**config.mk**
```make
export PLATFORM = sky130hd
export DESIGN_NAME = regfile_dumper_flat
export DESIGN_NICKNAME = d
export VERILOG_FILES = /design/src/rtl/mips_pkg.sv /design/src/rtl/regfile_dumper_if.sv /design/src/rtl/regfile_dumper.sv /design/src/flat_wrapper.sv
export SDC_FILE = /design/constraint.sdc
export NUM_CORES = 1
export LEC_CHECK = 0
export ABC_AREA = 1
export CAP_MARGIN = 20
export CORE_AREA = 10 10 87 89
export DETAILED_ROUTE_END_ITERATION = 8
export DIE_AREA = 0 0 97 99
export PLACE_DENSITY = 0.84
export SLEW_MARGIN = 20
export SYNTH_ARGS = -nofsm -noshare
export SYNTH_HDL_FRONTEND = slang
export SYNTH_SLANG_ARGS = --single-unit
```
**constraint.sdc**
```tcl
create_clock -name clk -period 1.8 [get_ports clk]
set_input_delay 0.27 -clock clk [delete_from_list [all_inputs] [get_ports clk]]
set_output_delay 0.27 -clock clk [all_outputs]
set_load 0.01 [all_outputs]
```
**src/rtl/mips_pkg.sv**
```systemverilog
// rtl/mips_pkg.sv - shared constants and types for the register-file debug sequencer
package mips_pkg;

    localparam int NREGS = 32;
    localparam int AW    = 5;
    localparam int DW    = 32;

    localparam logic [AW-1:0] LAST_IDX = AW'(NREGS - 1);

    localparam logic MODE_DUMP  = 1'b0;
    localparam logic MODE_CLEAR = 1'b1;

    typedef enum logic [2:0] {
        ST_IDLE,
        ST_CLEAR,
        ST_ISSUE,
        ST_CAPTURE,
        ST_PRESENT,
        ST_DONE
    } dump_state_t;

endpackage

```
**src/rtl/regfile_dumper_if.sv**
```systemverilog
// rtl/regfile_dumper_if.sv - register-file spare port plus dump stream bundle
// master: the sequencer (drives rf_addr/rf_we/rf_wd and the out_* word, takes rf_rd and out_ready)
// slave : register file and stream consumer side
interface regfile_dumper_if;
    import mips_pkg::*;

    logic [AW-1:0] rf_addr;
    logic          rf_we;
    logic [DW-1:0] rf_wd;
    logic [DW-1:0] rf_rd;

    logic          out_valid;
    logic          out_ready;
    logic [DW-1:0] out_data;
    logic [AW-1:0] out_index;
    logic          out_last;

    modport master (
        output rf_addr, rf_we, rf_wd, out_valid, out_data, out_index, out_last,
        input  rf_rd, out_ready
    );

    modport slave (
        input  rf_addr, rf_we, rf_wd, out_valid, out_data, out_index, out_last,
        output rf_rd, out_ready
    );

endinterface

```
**src/rtl/regfile_dumper.sv**
```systemverilog
// rtl/regfile_dumper.sv - clears the register file or streams its contents out, one word per request
// Ports: clk; reset (async, active-low); start/mode request sampled in IDLE;
//        busy (not IDLE), done (one-cycle completion pulse);
//        bus (master): rf_addr/rf_we/rf_wd/rf_rd register-file port, out_* valid/ready dump stream
module regfile_dumper
    import mips_pkg::*;
(
    input  logic             clk,
    input  logic             reset,
    input  logic             start,
    input  logic             mode,
    output logic             busy,
    output logic             done,
    regfile_dumper_if.master bus
);

    dump_state_t   state, state_nx;
    logic [AW-1:0] idx, idx_nx;
    logic [DW-1:0] data_q;
    logic [AW-1:0] index_q;
    logic          last_q;

    always_ff @(posedge clk or negedge reset) begin
        if (!reset) begin
            state   <= ST_IDLE;
            idx     <= '0;
            data_q  <= '0;
            index_q <= '0;
            last_q  <= 1'b0;
        end else begin
            state <= state_nx;
            idx   <= idx_nx;
            // The register file answers the address issued last cycle; grab it here.
            if (state == ST_CAPTURE) begin
                data_q  <= bus.rf_rd;
                index_q <= idx;
                last_q  <= (idx == LAST_IDX);
            end
        end
    end

    always_comb begin
        state_nx = state;
        idx_nx   = idx;
        case (state)
            ST_IDLE: begin
                if (start) begin
                    idx_nx   = '0;
                    state_nx = (mode == MODE_CLEAR) ? ST_CLEAR : ST_ISSUE;
                end
            end
            ST_CLEAR: begin
                // idx parks on the last register rather than wrapping.
                if (idx == LAST_IDX) begin
                    state_nx = ST_DONE;
                end else begin
                    idx_nx = idx + 1'b1;
                end
            end
            ST_ISSUE:   state_nx = ST_CAPTURE;
            ST_CAPTURE: state_nx = ST_PRESENT;
            ST_PRESENT: begin
                if (bus.out_ready) begin
                    if (idx == LAST_IDX) begin
                        state_nx = ST_DONE;
                    end else begin
                        idx_nx   = idx + 1'b1;
                        state_nx = ST_ISSUE;
                    end
                end
            end
            ST_DONE:    state_nx = ST_IDLE;
            default:    state_nx = ST_IDLE;
        endcase
    end

    // rf_addr comes straight from the idx flop, so it only moves on clock edges.
    assign bus.rf_addr   = idx;
    assign bus.rf_we     = (state == ST_CLEAR);
    assign bus.rf_wd     = '0;
    assign bus.out_valid = (state == ST_PRESENT);
    assign bus.out_data  = data_q;
    assign bus.out_index = index_q;
    assign bus.out_last  = last_q && (state == ST_PRESENT);
    assign busy          = (state != ST_IDLE);
    assign done          = (state == ST_DONE);

endmodule

```
**src/flat_wrapper.sv**
```systemverilog
// flat-port wrapper written by rule: the top's interface ports become plain ports
module regfile_dumper_flat import mips_pkg::*;
  (clk, reset, start, mode, busy, done, bus_rf_addr, bus_rf_we, bus_rf_wd, bus_out_valid, bus_out_data, bus_out_index, bus_out_last, bus_rf_rd, bus_out_ready);
  regfile_dumper_if bus_i ();
  input  logic clk;
  input  logic reset;
  input  logic start;
  input  logic mode;
  output logic busy;
  output logic done;
  output wire logic [$bits(bus_i.rf_addr)-1:0] bus_rf_addr;
  output wire logic [$bits(bus_i.rf_we)-1:0] bus_rf_we;
  output wire logic [$bits(bus_i.rf_wd)-1:0] bus_rf_wd;
  output wire logic [$bits(bus_i.out_valid)-1:0] bus_out_valid;
  output wire logic [$bits(bus_i.out_data)-1:0] bus_out_data;
  output wire logic [$bits(bus_i.out_index)-1:0] bus_out_index;
  output wire logic [$bits(bus_i.out_last)-1:0] bus_out_last;
  input wire logic [$bits(bus_i.rf_rd)-1:0] bus_rf_rd;
  input wire logic [$bits(bus_i.out_ready)-1:0] bus_out_ready;
  assign bus_rf_addr = bus_i.rf_addr;
  assign bus_rf_we = bus_i.rf_we;
  assign bus_rf_wd = bus_i.rf_wd;
  assign bus_out_valid = bus_i.out_valid;
  assign bus_out_data = bus_i.out_data;
  assign bus_out_index = bus_i.out_index;
  assign bus_out_last = bus_i.out_last;
  assign bus_i.rf_rd = bus_rf_rd;
  assign bus_i.out_ready = bus_out_ready;
  regfile_dumper u_core (.clk(clk), .reset(reset), .start(start), .mode(mode), .busy(busy), .done(done), .bus(bus_i));
endmodule
```
==> results.json <==
{
  "max_freq_mhz": 605,
  "wl_um": 5880,
  "hold_path.class": "input pin to async pin",
  "p_per_area_mw_per_mm2": 1550,
  "swShare_pct": 33.9,
  "combPwrFrac_pct": 53.7,
  "syn_inst": 195,
  "drc": 0,
  "ys.flop_type": "dfrtp_1",
  "drtPass1Iterations": 4,
  "fin_nets": 332,
  "initial_core_util_pct": 40.5,
  "layout_min_cycle_time_ns": 1.65,
  "track_usage_pct": 12.1,
  "switchingPower_uw": 1750,
  "first_global_vias": 1772,
  "place_ws_ns": 0.125,
  "ys_ff_latch": 46,
  "cpLargestDelayFamily": "buffers and inverters",
  "final_common_cell": "clkdlybuf4s50_1",
  "rsz0062_at_grt": "false",
  "finalMaxSlewViolations": 0,
  "cts_tree": "done",
  "cts_buffers": 5,
  "hold_violations": 0,
  "grt_busiest_layer": "met2",
  "start_kind": "flip-flop",
  "use_met1_pct": 14.1,
  "fillerInstances": 501,
  "antenna_found_initial": 0,
  "p_clk_share_pct": 12.1,
  "num_rows": 28,
  "htreeDepth": 2,
  "wl_per_cell_um": 16.0,
  "area_delta_synth_final_pct": 40.2,
  "slowest_delay_ns": 0.61,
  "path_clk_slew_ns": 0.09,
  "cts_buffer_depth": 2,
  "end_kind": "output port",
  "clock_latency_ns": 0.29,
  "drive_above_1_share_pct": 22.5,
  "clock-sinks": 46,
  "syn-cell-area_sq_mm": 0.00237,
  "n_antenna_cell": 0,
  "gr-usage-met3_pct": 3.91,
  "die_y_um": 99,
  "cp_max_fo": 7,
  "port_buffers": 83,
  "coreArea_sq_mm": 0.00585,
  "rr_worst_depth": 8,
  "synth_edf_count": 0,
  "grt-ovfl-total": 0,
  "yosysWarnings": 0,
  "dieArea_sq_mm": 0.00960,
  "reg2reg_to": "u_core.state[2]",
  "worst-path-buf-inv": 1,
  "cap_violations": 0,
  "leakage_uw": 0.00164,
  "vias": 1606,
  "ios": 116,
  "async_flop_share_pct": 100,
  "fin_skew_ns": 0.00920,
  "layout_common_cells": "77 x clkdlybuf4s50_1, 44 x dfrtp_1, 32 x conb_1",
  "rrSetupSlack_ns": 0.32,
  "peakVddDrop_v": 0.000775,
  "p_int_uw": 3400,
  "seq_power_share_pct": 34.2,
  "outcome": "complete, no violations",
  "worstPathCellList": "clkdlybuf4s50_1",
  "die_w_um": 97,
  "required_ns": 1.53,
  "finalCritPeriodShare_pct": 91.9,
  "dpl.hpwl_um": 4860,
  "cts-root-buf": "clkbuf_8",
  "finalSetupViolCount": 0,
  "setup_slack_ns": 0.146,
  "syn_avg_cell_area_sq_um": 12.1,
  "worstPathArrival_ns": 1.38,
  "grt_first_pass_wirelength_um": 9610,
  "critPathSlowestCell": "clkdlybuf4s50_1",
  "drtAntennaViolNets": 0,
  "grtUsageMet2_pct": 21.0,
  "grt_max_degree": 27,
  "crit_type": "flip-flop to output port",
  "via_per_inst": 4.36,
  "drtIter0Drc": 25,
  "seq_area_frac_synth_pct": 48.6,
  "r2r-start": "u_core.bus.rf_addr[0]",
  "fin_tns_setup_ns": 0,
  "globalplace.congestion": 0.774,
  "yosysUniqueCellTypes": 25
}
-- power by group through the flow --
stage	logic, uW	clock network (uW)	registers, uW
floorplan	1250	0	1980
global placement	2690	0	1750
detailed placement	2750	0	1790
CTS	2810	653	1760
global route	2960	688	1820
finish	2770	623	1760
-- worst max-delay path by stage --
stage                                  to  slack (ns)             startpoint  cells after the start
after floorplan           u_core.state[2]        0.37  u_core.bus.rf_addr[0]                      8
after global placement       bus_out_last        0.18        u_core.state[1]                      4
after detailed placement     bus_out_last        0.13        u_core.state[1]                      4
after CTS                  bus_rf_addr[2]        0.13  u_core.bus.rf_addr[2]                      1
after global routing         bus_out_last        0.07        u_core.state[1]                      4
final                      bus_rf_addr[2]        0.15  u_core.bus.rf_addr[2]                      1
-- area by class of cell --
class	instances	area (sq um)	share of cell area, %
clock buffer	5	68.8	2.07
clock inverter	3	23.8	0.716
inverter	12	47.5	1.43
multi-input combinational	132	1010	30.3
sequential	46	1150	34.8
tap	75	93.8	2.83
timing repair buffer	95	925	27.9
-- flip-flops by register name, indices dropped and copies added, names as in the netlist --
signal / cells
u_core.bus.out_index: 5
u_core.bus.rf_addr: 5
u_core.bus.out_data: 32
u_core.state: 3
u_core.last_q: 1
-- logic make-up (layout without fill, tap and decap cells) --
kind of cell    Yosys count  count (layout)  synth area share (%)
fa+ha+maj                 3               3                  1.59
mux                      36              36                  21.9
compound gates            9               9                  2.27
buf+inv                  48             115                  14.0
flops                    46              46                  48.6
simple gates             51              51                  11.2
other cells               1              32                 0.158
xor+xnor                  1               1                 0.370
-- synth_stat cells (2+ instances only) --
| cell type | n | share of area [%] |
|---|---|---|
| o21ai_1 | 4 | 0.85 |
| buf_4 | 32 | 10 |
| nand4_1 | 2 | 0.53 |
| buf_6 | 4 | 1.9 |
| ha_1 | 3 | 1.6 |
| nand3_1 | 11 | 2.3 |
| mux2_1 | 6 | 2.9 |
| a21boi_0 | 2 | 0.63 |
| nand2_2 | 3 | 0.79 |
| nand2_1 | 23 | 3.6 |
| a21oi_1 | 2 | 0.42 |
| nand2_4 | 2 | 0.95 |
| mux2_4 | 30 | 19 |
| inv_1 | 8 | 1.3 |
| dfrtp_1 | 46 | 49 |
| nor2_1 | 5 | 0.79 |
| inv_2 | 4 | 0.63 |
-- layer usage --
layer | part of all wire [%] | up-vias
met5 | 0 | -
met4 | 0.82 | 0
met3 | 6.1 | 2
met2 | 51 | 69
met1 | 42 | 761
li1 | - | 774
-- metrics by stage --
stage	power, uW	instance area, sq um	std cells	hold slack [ns]	utilization (%)
5_1_grt	5470	3320	368	0.504	56.7
2_1_floorplan	3220	2480	226	-0.0256	-
4_1_cts	5220	3320	368	0.461	56.7
6_report	5140	3320	368	0.459	56.7
3_5_place_dp	4540	3190	356	0.243	54.5
3_3_place_gp	4440	3190	356	0.245	54.5
-- what timing repair did --
action | 4_1_cts | 5_1_grt
setup buffers | 3 | 0
hold endpoints to repair | 19 | 0
gates resized for setup | 9 | 0
hold buffers | 1 | 0
endpoints found under the setup margin | 5 | 0
No activity file was read; power rests on OpenSTA's default activity.
